File: src/rtl/idex_hazard_reg.sv
// rtl/idex_hazard_reg.sv - ID/EX pipeline register with load-use hazard detection, bubble insertion and stall control
module idex_hazard_reg #(
  parameter int DATA_W = 32,
  parameter int REG_AW = 5,
  parameter int CNT_W  = 16
) (
  input  logic              clk,
  input  logic              reset,
  input  logic              id_valid,
  input  logic [REG_AW-1:0] id_rs,
  input  logic [REG_AW-1:0] id_rt,
  input  logic [REG_AW-1:0] id_rd,
  input  logic              id_uses_rs,
  input  logic              id_uses_rt,
  input  logic [DATA_W-1:0] id_rs_data,
  input  logic [DATA_W-1:0] id_rt_data,
  input  logic [DATA_W-1:0] id_imm,
  input  logic              id_regwrite,
  input  logic              id_memread,
  input  logic              id_memwrite,
  input  logic              id_memtoreg,
  input  logic              id_alusrc,
  input  logic              id_regdst,
  input  logic [3:0]        id_aluop,
  input  logic              flush,
  input  logic              ex_stall,
  output logic              ex_valid,
  output logic [REG_AW-1:0] ex_rs,
  output logic [REG_AW-1:0] ex_rt,
  output logic [REG_AW-1:0] ex_dst,
  output logic [DATA_W-1:0] ex_rs_data,
  output logic [DATA_W-1:0] ex_rt_data,
  output logic [DATA_W-1:0] ex_imm,
  output logic              ex_regwrite,
  output logic              ex_memread,
  output logic              ex_memwrite,
  output logic              ex_memtoreg,
  output logic              ex_alusrc,
  output logic [3:0]        ex_aluop,
  output logic              pc_write,
  output logic              ifid_write,
  output logic              load_use,
  output logic [CNT_W-1:0]  bubble_cnt
);

  typedef struct packed {
    logic              valid;
    logic [REG_AW-1:0] rs;
    logic [REG_AW-1:0] rt;
    logic [REG_AW-1:0] dst;
    logic [DATA_W-1:0] rs_data;
    logic [DATA_W-1:0] rt_data;
    logic [DATA_W-1:0] imm;
    logic              regwrite;
    logic              memread;
    logic              memwrite;
    logic              memtoreg;
    logic              alusrc;
    logic [3:0]        aluop;
  } ex_t;

  ex_t              ex_q, ex_d, id_fields;
  logic [CNT_W-1:0] cnt_q, cnt_d;
  logic             rs_hit, rt_hit, stall_front;

  always_comb begin
    rs_hit   = id_uses_rs & (id_rs == ex_q.dst);
    rt_hit   = id_uses_rt & (id_rt == ex_q.dst);
    load_use = ~reset & id_valid & ex_q.valid & ex_q.memread &
               (ex_q.dst != '0) & (rs_hit | rt_hit);
  end

  // Flush wins over load_use so a taken branch can still redirect the PC.
  assign stall_front = ex_stall | (load_use & ~flush);
  assign pc_write    = reset | ~stall_front;
  assign ifid_write  = reset | ~stall_front;

  always_comb begin
    id_fields          = '0;
    id_fields.valid    = 1'b1;
    id_fields.rs       = id_rs;
    id_fields.rt       = id_rt;
    id_fields.dst      = id_regdst ? id_rd : id_rt;
    id_fields.rs_data  = id_rs_data;
    id_fields.rt_data  = id_rt_data;
    id_fields.imm      = id_imm;
    id_fields.regwrite = id_regwrite;
    id_fields.memread  = id_memread;
    id_fields.memwrite = id_memwrite;
    id_fields.memtoreg = id_memtoreg;
    id_fields.alusrc   = id_alusrc;
    id_fields.aluop    = id_aluop;
  end

  // A bubble is all-zero so the forwarding unit can never match it.
  always_comb begin
    ex_d  = ex_q;
    cnt_d = cnt_q;
    if (!ex_stall) begin
      if (flush || load_use || !id_valid) begin
        ex_d = '0;
      end else begin
        ex_d = id_fields;
      end
      if (load_use && !flush && (cnt_q != '1)) begin
        cnt_d = cnt_q + 1'b1;
      end
    end
  end

  always_ff @(posedge clk) begin
    if (reset) begin
      ex_q  <= '0;
      cnt_q <= '0;
    end else begin
      ex_q  <= ex_d;
      cnt_q <= cnt_d;
    end
  end

  assign ex_valid    = ex_q.valid;
  assign ex_rs       = ex_q.rs;
  assign ex_rt       = ex_q.rt;
  assign ex_dst      = ex_q.dst;
  assign ex_rs_data  = ex_q.rs_data;
  assign ex_rt_data  = ex_q.rt_data;
  assign ex_imm      = ex_q.imm;
  assign ex_regwrite = ex_q.regwrite;
  assign ex_memread  = ex_q.memread;
  assign ex_memwrite = ex_q.memwrite;
  assign ex_memtoreg = ex_q.memtoreg;
  assign ex_alusrc   = ex_q.alusrc;
  assign ex_aluop    = ex_q.aluop;
  assign bubble_cnt  = cnt_q;

endmodule

File: config.mk
export PLATFORM = sky130hd
export DESIGN_NAME = idex_hazard_reg
export DESIGN_NICKNAME = d
export VERILOG_FILES = /design/src/rtl/idex_hazard_reg.sv
export SDC_FILE = /design/constraint.sdc
export NUM_CORES = 1
export LEC_CHECK = 0
export ABC_AREA = 1
export CAP_MARGIN = 20
export CORE_UTILIZATION = 31
export DETAILED_ROUTE_END_ITERATION = 8
export HOLD_SLACK_MARGIN = 0.02
export PLACE_DENSITY = 0.77
export RECOVER_POWER = 25
export SYNTH_ARGS = -nofsm -noshare
export SYNTH_HDL_FRONTEND = slang
export SYNTH_SLANG_ARGS = --single-unit
File: constraint.sdc
create_clock -name clk -period 1.85 [get_ports clk]
set_clock_uncertainty 0.15 [all_clocks]
set_input_delay 0.37 -clock clk [delete_from_list [all_inputs] [get_ports clk]]
set_output_delay 0.37 -clock clk [all_outputs]
set_load 0.03 [all_outputs]
==> results of run 1 <==
## where the power goes
| group | internal [mW] | total (mW) | switching, mW |
|---|---|---|---|
| clock | 1.99 | 3.35 | 1.36 |
| sequential | 3.01 | 3.04 | 0.0336 |
| combinational | 0.510 | 1.12 | 0.609 |
| total | 5.51 | 7.51 | 2.00 |
## cells in the final DEF (no fill, tap or decap), types with 2 or more instances in the layout
cell type,Yosys,final
nand3_1,19,16
clkdlybuf4s15_1,0,7
dfxtp_1,137,126
inv_4,0,3
a21oi_1,132,21
nand2_1,308,191
dfxtp_4,0,6
nor2_2,1,5
xnor2_1,2,2
nor2_1,43,36
nor4_1,2,2
buf_12,0,13
buf_8,0,4
nand2_2,3,27
dlygate4sd2_1,0,139
buf_16,0,8
inv_6,0,3
bufinv_16,0,2
xor2_1,8,7
buf_4,11,30
nor2_4,1,4
a21oi_2,1,110
clkdlybuf4s50_1,0,115
inv_2,4,4
clkbuf_16,0,17
nor3_1,2,2
a21oi_4,0,2
buf_6,2,9
dfxtp_2,0,5
clkinv_2,0,3
inv_1,26,23
clkinvlp_4,0,4
nand3_2,1,4
o21ai_0,5,5
nand2_4,0,94
nand4_1,3,3
clkinv_4,0,2
## cells by family after synthesis
| logic type | count (synthesis) | synth area share, % |
|---|---|---|
| AO/OA/AOI/OAI | 138 | 12.81 |
| multiplexers | 1 | 0.2076 |
| buffers and inverters | 79 | 6.576 |
| AND/OR/NAND/NOR | 385 | 27.99 |
| adder cells (fa/ha/maj) | 1 | 0.2307 |
| XOR/XNOR | 10 | 1.615 |
| flip-flops | 137 | 50.58 |
## layout make-up
class / instances / area [um^2] / share of cell area (%)
multi-input cells: 536 / 3598 / 33.76
repair buffers: 326 / 3311 / 31.06
flip-flops and latches: 137 / 2771 / 26.00
clock buffers: 18 / 429.2 / 4.027
well taps: 220 / 275.3 / 2.583
clock inverters: 14 / 148.9 / 1.397
inverters: 31 / 123.9 / 1.162
## worst register-to-register path: cells and delay by family, from the launching register on
family | cells | cell delay, ns
compound gates | 2 | 0.37
simple gates | 6 | 0.43
flops | 1 | 0.36
buf+inv | 6 | 0.78
## repair_timing
item | CTS | global route
setup endpoints to repair | 269 | 144
cloned | 16 | 0
pin swaps | 43 | 100
setup buffers | 18 | 4
gates resized for setup | 303 | 247
## state kept, by name, summed over array words and instances, names as in the netlist
name         count
ex_aluop         4
ex_rt            5
ex_rs            5
ex_alusrc        1
ex_regwrite      1
bubble_cnt      16
ex_rs_data      32
ex_imm          32
ex_dst           5
ex_valid         1
ex_memwrite      1
ex_memread       1
ex_rt_data      32
ex_memtoreg      1
## worst paths after layout
path | start | endpoint | slack (ns) | cells past startpoint
max | ex_dst[4]$_SDFFE_PP0N_ | ex_rs_data[3]$_SDFFE_PP0N_ | -0.31 | 14
max reg2reg | ex_dst[4]$_SDFFE_PP0N_ | ex_rs_data[3]$_SDFFE_PP0N_ | -0.31 | 14
min reg2reg | ex_rs[2]$_SDFFE_PP0N_ | ex_rs[2]$_SDFFE_PP0N_ | 0.31 | 2
min | id_rs[2] | ex_rs[2]$_SDFFE_PP0N_ | 0.25 | 3
## stage by stage
stage | hold WS, ns | TNS, ns | area [um^2] | worst slack (ns)
finish | 0.2494 | -25.80 | 10660 | -0.3082
global route | 0.2264 | -35.74 | 10660 | -0.4030
CTS | 0.2215 | -26.11 | 9993 | -0.3207
detailed placement | 0.3012 | -67.72 | 8452 | -0.8482
global placement | 0.2924 | -62.53 | 8452 | -0.8195
floorplan | 0.3630 | 0 | 5458 | 0.009842
## per-layer routing
metal	vias to the layer above	routed length [um]	GRT usage (%)
met5	-	0	0
met4	0	586	8.365
met3	45	1552	6.803
met2	216	10540	37.33
met1	2925	8551	26.57
li1	2989	-	-
==> results.md, run 1 <==
Status
• complete, but fails checks — run status
• setup timing — violated checks

STA
• 41.09% — Max transition margin
• 2.158 ns — minimum period implied by the final worst setup slack
• 0 — final slew viol count
• 0 — Final Hold Violating Endpoints
• 0.8836 ns — Least-Margin Pin Slew
• 0.4634 GHz — Max Fclk
• 116.7% — Period Utilization, post-route
• 123 — setup violators final
• -0.3082 ns — worst-case setup margin in the final layout
• yes — setup repair after global routing missed its margin

Power
• 5.008 nW — static power due to leakage
• 704.8 mW/mm^2 — power density over the cells
• 7.511 mW — PnR Total Power
• 584.0 uV — Max IR drop VDD

Clock tree
• 17 — CTS Buf Count
• done — clock tree from TritonCTS
• 2 — maximum buffer depth of the clock tree
• 4 — H-tree depth
• clkbuf_16 — master cell of the clock root buffer
• 0 — hold buffers post-CTS
• 0.41 ns — clock insertion delay at the later pin of the skew report
• 137 — sinks on the clock net
• 0.06 ns — Clock transition at path regs

Yosys
• dfxtp_1 — cell type contributing the most total cell area after synthesis
• 751 — post-synthesis cell count
• 137 — number of storage elements in the synthesis netlist
• 880 — total nets after synthesis
• nand2_1 — most instantiated library cell after synthesis
• 50.58% — area share of the largest cell type after synthesis
• dfxtp_1 — commonest register cell after synthesis
• dfxtp_1 51%, nand2_1 21%, a21oi_1 12% — top cells by area, synth
• 7.221 um^2 — Mapped Avg Cell Area
• 28 — Cell variety after synth
• 308 x nand2_1, 137 x dfxtp_1, 132 x a21oi_1, 43 x nor2_1, 30 x clkbuf_1 — most instantiated cells after synthesis
• 50.58% — sequential area share after synthesis
• 0 — Synth Warn #
• 0% — asr flop ratio synth
• 0.005423 mm^2 — Post-Synthesis Cell Area
• 0 — number of flops mapped to enable cells by yosys

Drt
• 6175 — vias
• 288 — initial drt markers
• 16.56 um — post-DR wirelength/cell
• 0 — drt drc
• 4.817 — average via count per standard cell
• 21230 um — total wirelength of the detailed-routed design
• 0 — number of nets with antenna violations after routing
• 4 — First-pass DRT Iterations

Worst setup path
• 7 — Crit Path Max Fanout
• flop — sort of element at the end of the critical path
• 0.36 ns — Largest stage delay, worst path
• buffers and inverters — cell family contributing the most delay on the critical path
• reg -> reg — type of the setup path with the least slack
• 2.03 ns — data required time at the worst endpoint
• 6 — worst path buffer plus inverter count
• dfxtp_4 — slowest stage cell, crit path
• flop — nature of the critical path startpoint
• inv_2, nand2_1, nand2_1, nor2_1, nand3_1, nand2_4, buf_6, buf_6, a21oi_4, buf_12, buf_12, buf_12, nand2_4, a21oi_2 — chain of cells forming the critical path
• buf_12 — cell with the most instances on the worst path
• 2.34 ns — worst endpoint data arrival time

Final layout
• 1282 — non-filler cells, final
• 34.27% — fraction of final layout cells with drive strength greater than 1
• 63.37% — post-route core utilization
• 0 — diode count
• 96.54% — layout overhead on the synthesized area
• 1388 — fill cell count
• 1178 — number of nets in the final layout

Place
• 267 — Buffers on Ports
• 11730 um — HPWL after detailed placement
• 0.8884 — weighted congestion at the end of routability-driven global placement
• 1224 — cell total after placement

Floorplanning
• 0.01803 mm^2 — die outline area
• 268 — top-level I/O count
• 134.3 um — overall die height
• 32.24% — initial cell density of the core
• 134.3 um — die width
• 0.01682 mm^2 — CORE AREA
• 47 — # rows

GRT
• 5895 — via count of the first global-routing pass
• 30990 um — first-pass GRT wire length
• 0 — overflow left after global routing
• 122 — maximum number of pins on one net before global-route repair
• 22.23% — total global-route track usage
• 0 — number of antenna violations at the first check in global routing

Hold path
• in -> reg — path category of the worst min-delay check

Flow run
• 0 — Max Cap Viol

(Power assumes the default switching activity.)
==> run 2, diff against run 1 <==
--- a/config.mk
+++ b/config.mk
@@ -7,6 +7,7 @@
 export LEC_CHECK = 0
 export ABC_AREA = 1
 export CAP_MARGIN = 20
+export CORE_ASPECT_RATIO = 0.9
 export CORE_UTILIZATION = 31
 export DETAILED_ROUTE_END_ITERATION = 8
 export HOLD_SLACK_MARGIN = 0.02
==> results.md, run 2 (synthesis gave the netlist of run 1 again) <==
Floorplanning
• 0.01803 mm^2 — die outline area, about the same
• 141.4 um — die width, was 134.3 um
• 268 — top-level I/O count, unchanged
• 45 — # rows, was 47
• 127.5 um — overall die height, was 134.3 um
• 0.01700 mm^2 — CORE AREA, was 0.01682 mm^2
• 31.89% — initial cell density of the core, was 32.24%

Worst setup path
• 7 — Crit Path Max Fanout, unchanged
• ex_dst[2]$_SDFFE_PP0N_ — beginning of the worst register-to-register path, was ex_dst[4]$_SDFFE_PP0N_
• 0.36 ns — Largest stage delay, worst path, about the same
• reg -> reg — type of the setup path with the least slack, unchanged
• 15 — number of cells on the critical path, was 14
• ex_rt[1]$_SDFFE_PP0N_ — end of the worst register-to-register path, was ex_rs_data[3]$_SDFFE_PP0N_
• inv_4, nand2_1, nand2_1, nor2_1, nand3_1, nand2_2, buf_4, buf_6, a21oi_4, buf_12, buf_12, buf_6, buf_4, nand2_1, a21oi_1 — chain of cells forming the critical path, was inv_2, nand2_1, nand2_1, nor2_1, nand3_1, nand2_4, buf_6, buf_6, a21oi_4, buf_12, buf_12, buf_12, nand2_4, a21oi_2
• buffers and inverters — cell family contributing the most delay on the critical path, unchanged
• ex_rt[1]$_SDFFE_PP0N_ — capture point of the critical path, was ex_rs_data[3]$_SDFFE_PP0N_
• flop — nature of the critical path startpoint, unchanged
• 2.33 ns — worst endpoint data arrival time, was 2.34 ns
• 15 — reg2reg path depth, was 14
• 7 — worst path buffer plus inverter count, was 6
• ex_dst[2]$_SDFFE_PP0N_ — startpoint of the worst setup timing path, was ex_dst[4]$_SDFFE_PP0N_
• dfxtp_4 — slowest stage cell, crit path, unchanged
• 2.04 ns — data required time at the worst endpoint, was 2.03 ns
• flop — sort of element at the end of the critical path, unchanged
• nand2_1 — cell with the most instances on the worst path, was buf_12
• -0.29 ns — setup slack of the most critical reg-to-reg path, was -0.31 ns

STA
• 0.4676 GHz — Max Fclk, was 0.4634 GHz
• 0 — final slew viol count, unchanged
• 115.6% — Period Utilization, post-route, was 116.7%
• 0 — Final Hold Violating Endpoints, unchanged
• 2.138 ns — minimum period implied by the final worst setup slack, was 2.158 ns
• 133 — setup violators final, was 123
• yes — setup repair after global routing missed its margin, unchanged
• -24.11 ns — sum of negative setup slack, was -25.80 ns
• -0.2885 ns — worst-case setup margin in the final layout, was -0.3082 ns
• 0.7637 ns — Least-Margin Pin Slew, was 0.8836 ns
• 49.08% — Max transition margin, was 41.09%

Clock tree
• 2 — maximum buffer depth of the clock tree, unchanged
• 0.41 ns — clock insertion delay at the later pin of the skew report, about the same
• done — clock tree from TritonCTS, unchanged
• 17 — CTS Buf Count, unchanged
• 137 — sinks on the clock net, unchanged
• 0.06 ns — Clock transition at path regs, about the same
• 4 — H-tree depth, unchanged
• clkbuf_16 — master cell of the clock root buffer, unchanged

Drt
• 0 — number of nets with antenna violations after routing, unchanged
• 5 — First-pass DRT Iterations, was 4
• 4.582 — average via count per standard cell, was 4.817
• 14.72 um — post-DR wirelength/cell, was 16.56 um
• 19090 um — total wirelength of the detailed-routed design, was 21230 um
• 266 — initial drt markers, was 288
• 5943 — vias, was 6175
• 0 — drt drc, unchanged

Final layout
• 1297 — non-filler cells, final, was 1282
• 81.93% — layout overhead on the synthesized area, was 96.54%
• 1555 — fill cell count, was 1388
• 262 x nand2_1, 142 x dlygate4sd2_1, 127 x dfxtp_1, 115 x clkdlybuf4s50_1, 81 x a21oi_1 — leading cell types in the layout, fill and taps excluded, was 191 x nand2_1, 139 x dlygate4sd2_1, 126 x dfxtp_1, 115 x clkdlybuf4s50_1, 110 x a21oi_2
• 22.03% — fraction of final layout cells with drive strength greater than 1, was 34.27%
• nand2_1 — most frequent standard cell in the layout excluding fill and tap cells, unchanged
• 58.02% — post-route core utilization, was 63.37%
• 1178 — number of nets in the final layout, unchanged
• 0 — diode count, unchanged

Status
• setup timing — violated checks, unchanged
• complete, but fails checks — run status, unchanged

Place
• 1237 — cell total after placement, was 1224
• 11490 um — HPWL after detailed placement, was 11730 um
• 267 — Buffers on Ports, unchanged
• 0.8899 — weighted congestion at the end of routability-driven global placement, was 0.8884

GRT
• 124 — maximum number of pins on one net before global-route repair, was 122
• 18.54% — total global-route track usage, was 22.23%
• 0 — overflow left after global routing, unchanged
• 5301 — via count of the first global-routing pass, was 5895
• 26360 um — first-pass GRT wire length, was 30990 um
• 0 — number of antenna violations at the first check in global routing, unchanged

Flow run
• 0 — Max Cap Viol, unchanged

Power
• 582.1 uV — Max IR drop VDD, was 584.0 uV
• 7.945 mW — PnR Total Power, was 7.511 mW
• 805.3 mW/mm^2 — power density over the cells, was 704.8 mW/mm^2
• 4.320 nW — static power due to leakage, was 5.008 nW

Hold path
• 3 — WHS Path Cells, unchanged
• in -> reg — path category of the worst min-delay check, unchanged

run 2: cell types whose count changed in the layout (fill, tap and decap cells not counted), moves of 4 or more:
cell,previous run,this run
a21oi_1,21,81
a21oi_2,110,51
buf_12,13,7
buf_16,8,1
clkbuf_16,17,26
clkdlybuf4s15_1,7,3
clkinvlp_4,4,0
nand2_1,191,262
nand2_2,27,46
nand2_4,94,4
run 2: cell type report:
class	instances	area [um^2]	area share, %
multi-input cells	536	2730	27.67
clock buffers	21	491.7	4.984
flip-flops and latches	137	2768	28.05
repair buffers	326	3253	32.97
clock inverters	11	205.2	2.080
well taps	235	294.0	2.980
inverters	31	123.9	1.256
run 2: worst min-delay path by stage:
stage,from,end
2_1_floorplan,id_aluop[0],ex_aluop[0]$_SDFFE_PP0N_
3_3_place_gp,ex_rs_data[8]$_SDFFE_PP0N_,ex_rs_data[8]$_SDFFE_PP0N_
4_1_cts,id_rs[4],ex_rs[4]$_SDFFE_PP0N_
6_report,id_rs[0],ex_rs[0]$_SDFFE_PP0N_
5_1_grt,id_rs[4],ex_rs[4]$_SDFFE_PP0N_
3_5_place_dp,ex_rt[1]$_SDFFE_PP0N_,ex_rt[1]$_SDFFE_PP0N_
run 2: through the flow:
step | instance area [um^2] | worst slack, ns | hold slack [ns]
2_1_floorplan | 5458 | 0.009842 | 0.3630
3_3_place_gp | 8476 | -0.4797 | 0.2923
3_5_place_dp | 8476 | -0.4987 | 0.3041
4_1_cts | 9099 | -0.3197 | 0.2112
5_1_grt | 9866 | -0.4220 | 0.2361
6_report | 9866 | -0.2885 | 0.2253
run 2: worst register-to-register path, stage by stage (launching register included):
cell,delay (ns)
dfxtp_4,0.36
inv_4,0.07
nand2_1,0.04
nand2_1,0.06
nor2_1,0.04
nand3_1,0.08
nand2_2,0.09
buf_4,0.14
buf_6,0.11
a21oi_4,0.23
buf_12,0.16
buf_12,0.15
buf_6,0.11
buf_4,0.10
nand2_1,0.05
a21oi_1,0.11
run 2: where the power goes:
group	total (mW)	switching [mW]	internal (mW)
clock network	3.97	1.36	2.61
registers	3.04	0.0330	3.01
logic	0.932	0.473	0.459
run 2: repair_timing:
item	in CTS	in global routing
cloned	0	13
gates resized for setup	166	143
buffers inserted	6	12
hold buffers	0	0
setup endpoints to repair	143	146
pin swaps	5	46
run 2: per-layer routing:
| layer | wire (um) | part of all wire (%) | global-route usage (%) |
|---|---|---|---|
| met1 | 7975 | 42 | 21.94 |
| met2 | 9579 | 50 | 30.90 |
| met3 | 1211 | 6.3 | 6.447 |
| met4 | 320 | 1.7 | 7.084 |
| met5 | 0 | 0 | 0 |
==> run 3, diff against run 2 <==
--- a/config.mk
+++ b/config.mk
@@ -8,9 +8,11 @@
 export ABC_AREA = 1
 export CAP_MARGIN = 20
 export CORE_ASPECT_RATIO = 0.9
+export CORE_MARGIN = 4
 export CORE_UTILIZATION = 31
 export DETAILED_ROUTE_END_ITERATION = 8
 export HOLD_SLACK_MARGIN = 0.02
+export MAX_ROUTING_LAYER = met4
 export PLACE_DENSITY = 0.77
 export RECOVER_POWER = 25
 export SYNTH_ARGS = -nofsm -noshare
==> results.md, run 3 (synthesis gave the netlist of run 1 again) <==
Status
• complete, but fails checks — run status, unchanged
• setup timing — violated checks, unchanged

Worst setup path
• flop — nature of the critical path startpoint, unchanged
• -0.24 ns — setup slack of the most critical reg-to-reg path, was -0.29 ns
• 1.33 ns — data required time at the worst endpoint, was 2.04 ns
• 10 — number of cells on the critical path, was 15
• 2 — worst path buffer plus inverter count, was 7
• 5 — Crit Path Max Fanout, was 7
• ex_rt_data[25]$_SDFFE_PP0N_ — end of the worst register-to-register path, was ex_rt[1]$_SDFFE_PP0N_
• dfxtp_4 — slowest stage cell, crit path, unchanged
• ex_dst[2]$_SDFFE_PP0N_ — beginning of the worst register-to-register path, unchanged
• output pin — sort of element at the end of the critical path, was flop
• simple AND/OR/NAND/NOR gates — cell family contributing the most delay on the critical path, was buffers and inverters
• 0.39 ns — Largest stage delay, worst path, was 0.36 ns
• 15 — reg2reg path depth, unchanged
• 1.63 ns — worst endpoint data arrival time, was 2.33 ns
• reg -> out — type of the setup path with the least slack, was reg -> reg
• inv_4, nand2_2, nand2_1, nor2_1, nand3_1, nand2_2, nand3_4, nand2_4, nand2_4, buf_6 — chain of cells forming the critical path, was inv_4, nand2_1, nand2_1, nor2_1, nand3_1, nand2_2, buf_4, buf_6, a21oi_4, buf_12, buf_12, buf_6, buf_4, nand2_1, a21oi_1

STA
• 0.1329 ns — worst hold slack after final layout, was 0.2253 ns
• -0.2962 ns — worst-case setup margin in the final layout, was -0.2885 ns
• 116.0% — Period Utilization, post-route, was 115.6%
• 0 — final slew viol count, unchanged
• 137 — setup violators final, was 133
• yes — setup repair after global routing missed its margin, unchanged
• 51.24% — Max transition margin, was 49.08%
• 0.4659 GHz — Max Fclk, was 0.4676 GHz
• 0 — Final Hold Violating Endpoints, unchanged
• 0.7314 ns — Least-Margin Pin Slew, was 0.7637 ns
• 2.146 ns — minimum period implied by the final worst setup slack, was 2.138 ns

Drt
• 6028 — vias, was 5943
• 20610 um — total wirelength of the detailed-routed design, was 19090 um
• 15.93 um — post-DR wirelength/cell, was 14.72 um
• 0 — number of nets with antenna violations after routing, unchanged
• 325 — initial drt markers, was 266
• 4.658 — average via count per standard cell, was 4.582
• 0 — drt drc, unchanged
• 5 — First-pass DRT Iterations, unchanged

Floorplanning
• 268 — top-level I/O count, unchanged
• 133.5 um — overall die height, was 127.5 um
• 45 — # rows, unchanged
• 31.89% — initial cell density of the core, unchanged
• 147.4 um — die width, was 141.4 um
• 0.01968 mm^2 — die outline area, was 0.01803 mm^2
• 0.01700 mm^2 — CORE AREA, unchanged

Clock tree
• 0.06 ns — Clock transition at path regs, about the same
• 0.41 ns — clock insertion delay at the later pin of the skew report, about the same
• 17 — CTS Buf Count, unchanged
• 2 — maximum buffer depth of the clock tree, unchanged
• 4 — H-tree depth, unchanged
• clkbuf_16 — master cell of the clock root buffer, unchanged
• 137 — sinks on the clock net, unchanged
• done — clock tree from TritonCTS, unchanged

Final layout
• 1175 — number of nets in the final layout, was 1178
• 0.002718 mm^2 — multi-input logic area, was 0.002730 mm^2
• 262 x nand2_1, 142 x dlygate4sd2_1, 127 x dfxtp_1, 115 x clkdlybuf4s50_1, 74 x a21oi_1 — leading cell types in the layout, fill and taps excluded, was 262 x nand2_1, 142 x dlygate4sd2_1, 127 x dfxtp_1, 115 x clkdlybuf4s50_1, 81 x a21oi_1
• nand2_1 — most frequent standard cell in the layout excluding fill and tap cells, unchanged
• 0.002768 mm^2 — Sequential cell area, unchanged
• 58.34% — post-route core utilization, was 58.02%
• 1547 — fill cell count, was 1555
• 82.95% — layout overhead on the synthesized area, was 81.93%
• 21.53% — fraction of final layout cells with drive strength greater than 1, was 22.03%
• 0 — diode count, unchanged
• 0.009921 mm^2 — final non-filler cell area, was 0.009866 mm^2

Hold path
• ex_rs[0]$_SDFFE_PP0N_ — hold path endpoint, unchanged
• 3 — WHS Path Cells, unchanged
• in -> reg — path category of the worst min-delay check, unchanged
• id_rs[0] — worst hold path startpoint, unchanged

GRT
• 0 — overflow left after global routing, unchanged
• 29640 um — first-pass GRT wire length, was 26360 um
• 5615 — via count of the first global-routing pass, was 5301
• 0 — number of antenna violations at the first check in global routing, unchanged
• 124 — maximum number of pins on one net before global-route repair, unchanged
• 19.49% — total global-route track usage, was 18.54%

Power
• 4.334 nW — static power due to leakage, was 4.320 nW
• 782.8 mW/mm^2 — power density over the cells, was 805.3 mW/mm^2
• 7.765 mW — PnR Total Power, was 7.945 mW
• 590.8 uV — Max IR drop VDD, was 582.1 uV

Place
• 12150 um — HPWL after detailed placement, was 11490 um
• -0.5473 ns — worst slack at placement, was -0.4987 ns
• 0.8806 — weighted congestion at the end of routability-driven global placement, was 0.8899
• 267 — Buffers on Ports, unchanged
• 0.008403 mm^2 — post-place instance area, was 0.008476 mm^2

Flow run
• 0 — Max Cap Viol, unchanged

[run 3: changes by cell type in the layout (fill, tap and decap cells not counted), sizes merged]
cell and delta:
clkbuf -6, clkinvlp +1, clkinv +4, inv -2, bufinv -1, clkdlybuf4s15 -1, dlymetal6s2s +2
[run 3: through the flow]
| stage | std cells | TNS [ns] |
|---|---|---|
| 2_1_floorplan | 751 | 0 |
| 3_3_place_gp | 1229 | -60.29 |
| 3_5_place_dp | 1229 | -66.66 |
| 4_1_cts | 1282 | -7.895 |
| 5_1_grt | 1294 | -32.78 |
| 6_report | 1294 | -18.95 |
[run 3: cell type report]
class,count,share of cell area [%]
sequential,137,27.90
inverter,31,1.249
multi-input combinational,536,27.39
timing repair buffer,323,33.90
clock buffer,19,4.679
clock inverter,13,1.917
tap,235,2.964
[run 3: how the worst max path moves through the flow]
stage	to	start	slack (ns)
3_5_place_dp	ex_rs_data[13]$_SDFFE_PP0N_	id_rs[1]	-0.55
2_1_floorplan	bubble_cnt[7]$_SDFFE_PP0P_	bubble_cnt[5]$_SDFFE_PP0P_	0.01
6_report	pc_write	ex_dst[1]$_SDFFE_PP0N_	-0.30
3_3_place_gp	ex_rs[4]$_SDFFE_PP0N_	id_rs[1]	-0.48
5_1_grt	pc_write	ex_dst[1]$_SDFFE_PP0N_	-0.41
4_1_cts	pc_write	ex_dst[4]$_SDFFE_PP0N_	-0.33
[run 3: worst register-to-register path: stages (launching register included)]
cell     delay [ns]
dfxtp_4        0.35
inv_2          0.08
nand2_1        0.06
nand2_1        0.06
nor2_1         0.04
nand3_1        0.09
nand2_2        0.10
buf_4          0.15
buf_6          0.11
a21oi_4        0.15
buf_12         0.16
buf_8          0.14
buf_6          0.11
buf_16         0.11
nand2_1        0.05
a21oi_1        0.12
[run 3: timing repair]
| item | 4_1_cts | 5_1_grt |
|---|---|---|
| cloned | 10 | 9 |
| gates resized for setup | 178 | 135 |
| setup endpoints to repair | 261 | 144 |
| pin swaps | 5 | 38 |
| setup buffers | 11 | 6 |
| hold buffers | 0 | 0 |
[run 3: layer usage]
layer | GRT usage (%) | share of wire [%] | up-vias
met5 | - | 0 | -
met4 | 5.590 | 1.4 | 0
met3 | 4.932 | 5.9 | 27
met2 | 32.11 | 50 | 208
met1 | 23.75 | 43 | 2816
li1 | - | - | 2977
[run 3: power by group]
group | switching, mW | internal (mW) | leakage [nW]
Combinational | 0.499 | 0.485 | 2.90
Sequential | 0.0338 | 3.01 | 1.12
Clock | 1.35 | 2.38 | 0.319
Total | 1.89 | 5.88 | 4.33
==> patch, RTL diff (config.mk and constraints of run 3) <==
Set the parameter `DATA_W` to 16 (it was 32).
--- a/src/rtl/idex_hazard_reg.sv
+++ b/src/rtl/idex_hazard_reg.sv
@@ -1,5 +1,5 @@
 // rtl/idex_hazard_reg.sv - ID/EX pipeline register with load-use hazard detection, bubble insertion and stall control
 module idex_hazard_reg #(
-  parameter int DATA_W = 32,
+  parameter int DATA_W = 16,
   parameter int REG_AW = 5,
   parameter int CNT_W  = 16
Interface: changed (6 resized); port bits go from 268 to 172. No check against the original RTL was run, so the function may have changed too.
==> patch against run 3 <==
  * The run still ends with setup timing left
  * Wire length shrank 37%
  * Setup slack improved by 71 ps
  * Synthesized area fell by 31%
  * Final area down 34%
  * Utilization fell by 2.2 points
  * Clock power fell by 51%
  * Via count is 32% lower
  * Total power fell by 43%
  * Sequential cell count shrank 48
==> patch: results (changes against run 3) <==
[run_status]
run_status = complete, but fails checks  ; unchanged
violations = setup timing  ; unchanged

[detailed_routing]
met3_length_um = 943  ; was 1210 um
wl_met1_um = 5690  ; was 8850 um
vias = 4086  ; was 6,028
wl_met2_um = 6160  ; was 10,300 um
highest_layer = met4  ; unchanged
drt_first_pass_iters = 4  ; was 5
totalWireLength_um = 13000  ; was 20,600 um
drt_iter0_drc = 150  ; was 325

[grt]
grt_pass1_vias = 3823  ; was 5,615
grt_usage_pct = 17.0  ; was 19.5%
grt_max_degree = 74  ; was 124
antenna_found_initial = 0  ; unchanged
grt_pass1_wl_um = 18200  ; was 29,600 um

[clock_network]
cts-htree-levels = 3  ; was 4
cts_made_buffers = 9  ; was 17
clock-root-buffer = clkbuf_16  ; unchanged
clkTransAtPathRegs_ps = 70
clock_path_buffers = 2  ; unchanged
clk_latency_ps = 340  ; was 410 ps

[final_layout]
nets = 814  ; was 1,175
drive_above_1_share_pct = 23.7  ; was 21.5%
num-fill-cells = 1120  ; was 1,547
n_antenna_cell = 0  ; unchanged

[setup_path]
crit_fanout = 2  ; was 5
critical_path_arrival_ps = 1560  ; was 1630 ps

[yosys]
ys_top_cells_by_count = nand2_1, dfxtp_1, a21oi_1  ; unchanged
synth_top_cells_by_area = dfxtp_1, nand2_1, a21oi_1  ; unchanged
yosysWarnings = 0  ; unchanged
async_flop_share_pct = 0  ; unchanged
yosysSeqAreaShare_pct = 47.3  ; was 50.6%
syn_nets = 617  ; was 880
yosysUniqueCellTypes = 28  ; unchanged

[placed_design]
place.gp.congestion = 0.839  ; was 0.881
post_dp_cell_area_um2 = 5790  ; was 8400 um^2
dp_hpwl_um = 8150  ; was 12,200 um
port_buffers = 171  ; was 267

[power]
leakagePower_uw = 0.00293  ; was 0.00433 uW
peakVddDrop_v = 0.000681  ; was 0.000591 V

[timing]
slew_headroom_pct = 30.3  ; was 51.2%
setup_ws_ps = -225  ; was -296 ps
setup_violations = 67  ; was 137

[hold_path]
min_path_type = reg2reg  ; was in2reg

==> patch: cell type report <==
type                            count  area share, %
Tap cell                          156           2.98
Clock buffer                       11           4.03
Multi-Input combinational cell    387           30.8
Timing Repair Buffer              215           32.0
Sequential cell                    89           27.7
Clock inverter                      5          0.650
Inverter                           31           1.82
==> patch: cells by family after synthesis <==
family	Yosys count	share of synthesized area (%)
buf+inv	61	6.94
xor+xnor	9	2.09
fa+ha+maj	1	0.332
compound gates	90	12.3
mux	1	0.299
flops	89	47.3
simple gates	285	30.8
==> patch: routing by layer <==
metal	track usage, %	vias up
met3	6.10	12
li1	-	2084
met5	-	-
met1	19.6	1859
met2	27.6	131
met4	5.55	0
==> patch: stage by stage <==
stage	setup slack, ps	TNS, ps	util [%]	std cells
final	-225	-3830	56.1	894
after global routing	-317	-11470	56.1	894
after CTS	-239	-707	51.5	880
after detailed placement	-879	-43130	49.6	863
after global placement	-861	-40130	49.6	863
after floorplan	5.95	0	-	536
==> patch: worst paths after layout <==
check	startpoint	endpoint	slack (ps)	depth (start not counted)
setup / recovery	id_uses_rs	pc_write	-230	9
hold / removal	ex_rt_data[7]	ex_rt_data[7]	300	2
setup reg to reg	ex_dst[0]	ex_rt_data[13]	-120	13
hold reg to reg	ex_rt_data[7]	ex_rt_data[7]	300	2
==> patch: power breakdown <==
part           internal (uW)  switching, uW
sequential              1950           20.1
combinational            288            318
clock                   1040            808
total                   3280           1150
==> patch: what timing repair did <==
item                       in CTS  in global routing
pin swaps                       8                 24
resized for setup             123                 95
buffers inserted                1                  5
gates cloned                    1                  9
setup endpoints to repair     181                 92
==> patch: critical path, cell delays in order <==
cell	delay (ps)
clkdlybuf4s50_1	460
nand2_1	50
nor2_1	110
nand3_1	100
nand2_2	120
nand3_4	80
nand2_4	70
nand2_4	60
buf_6	140
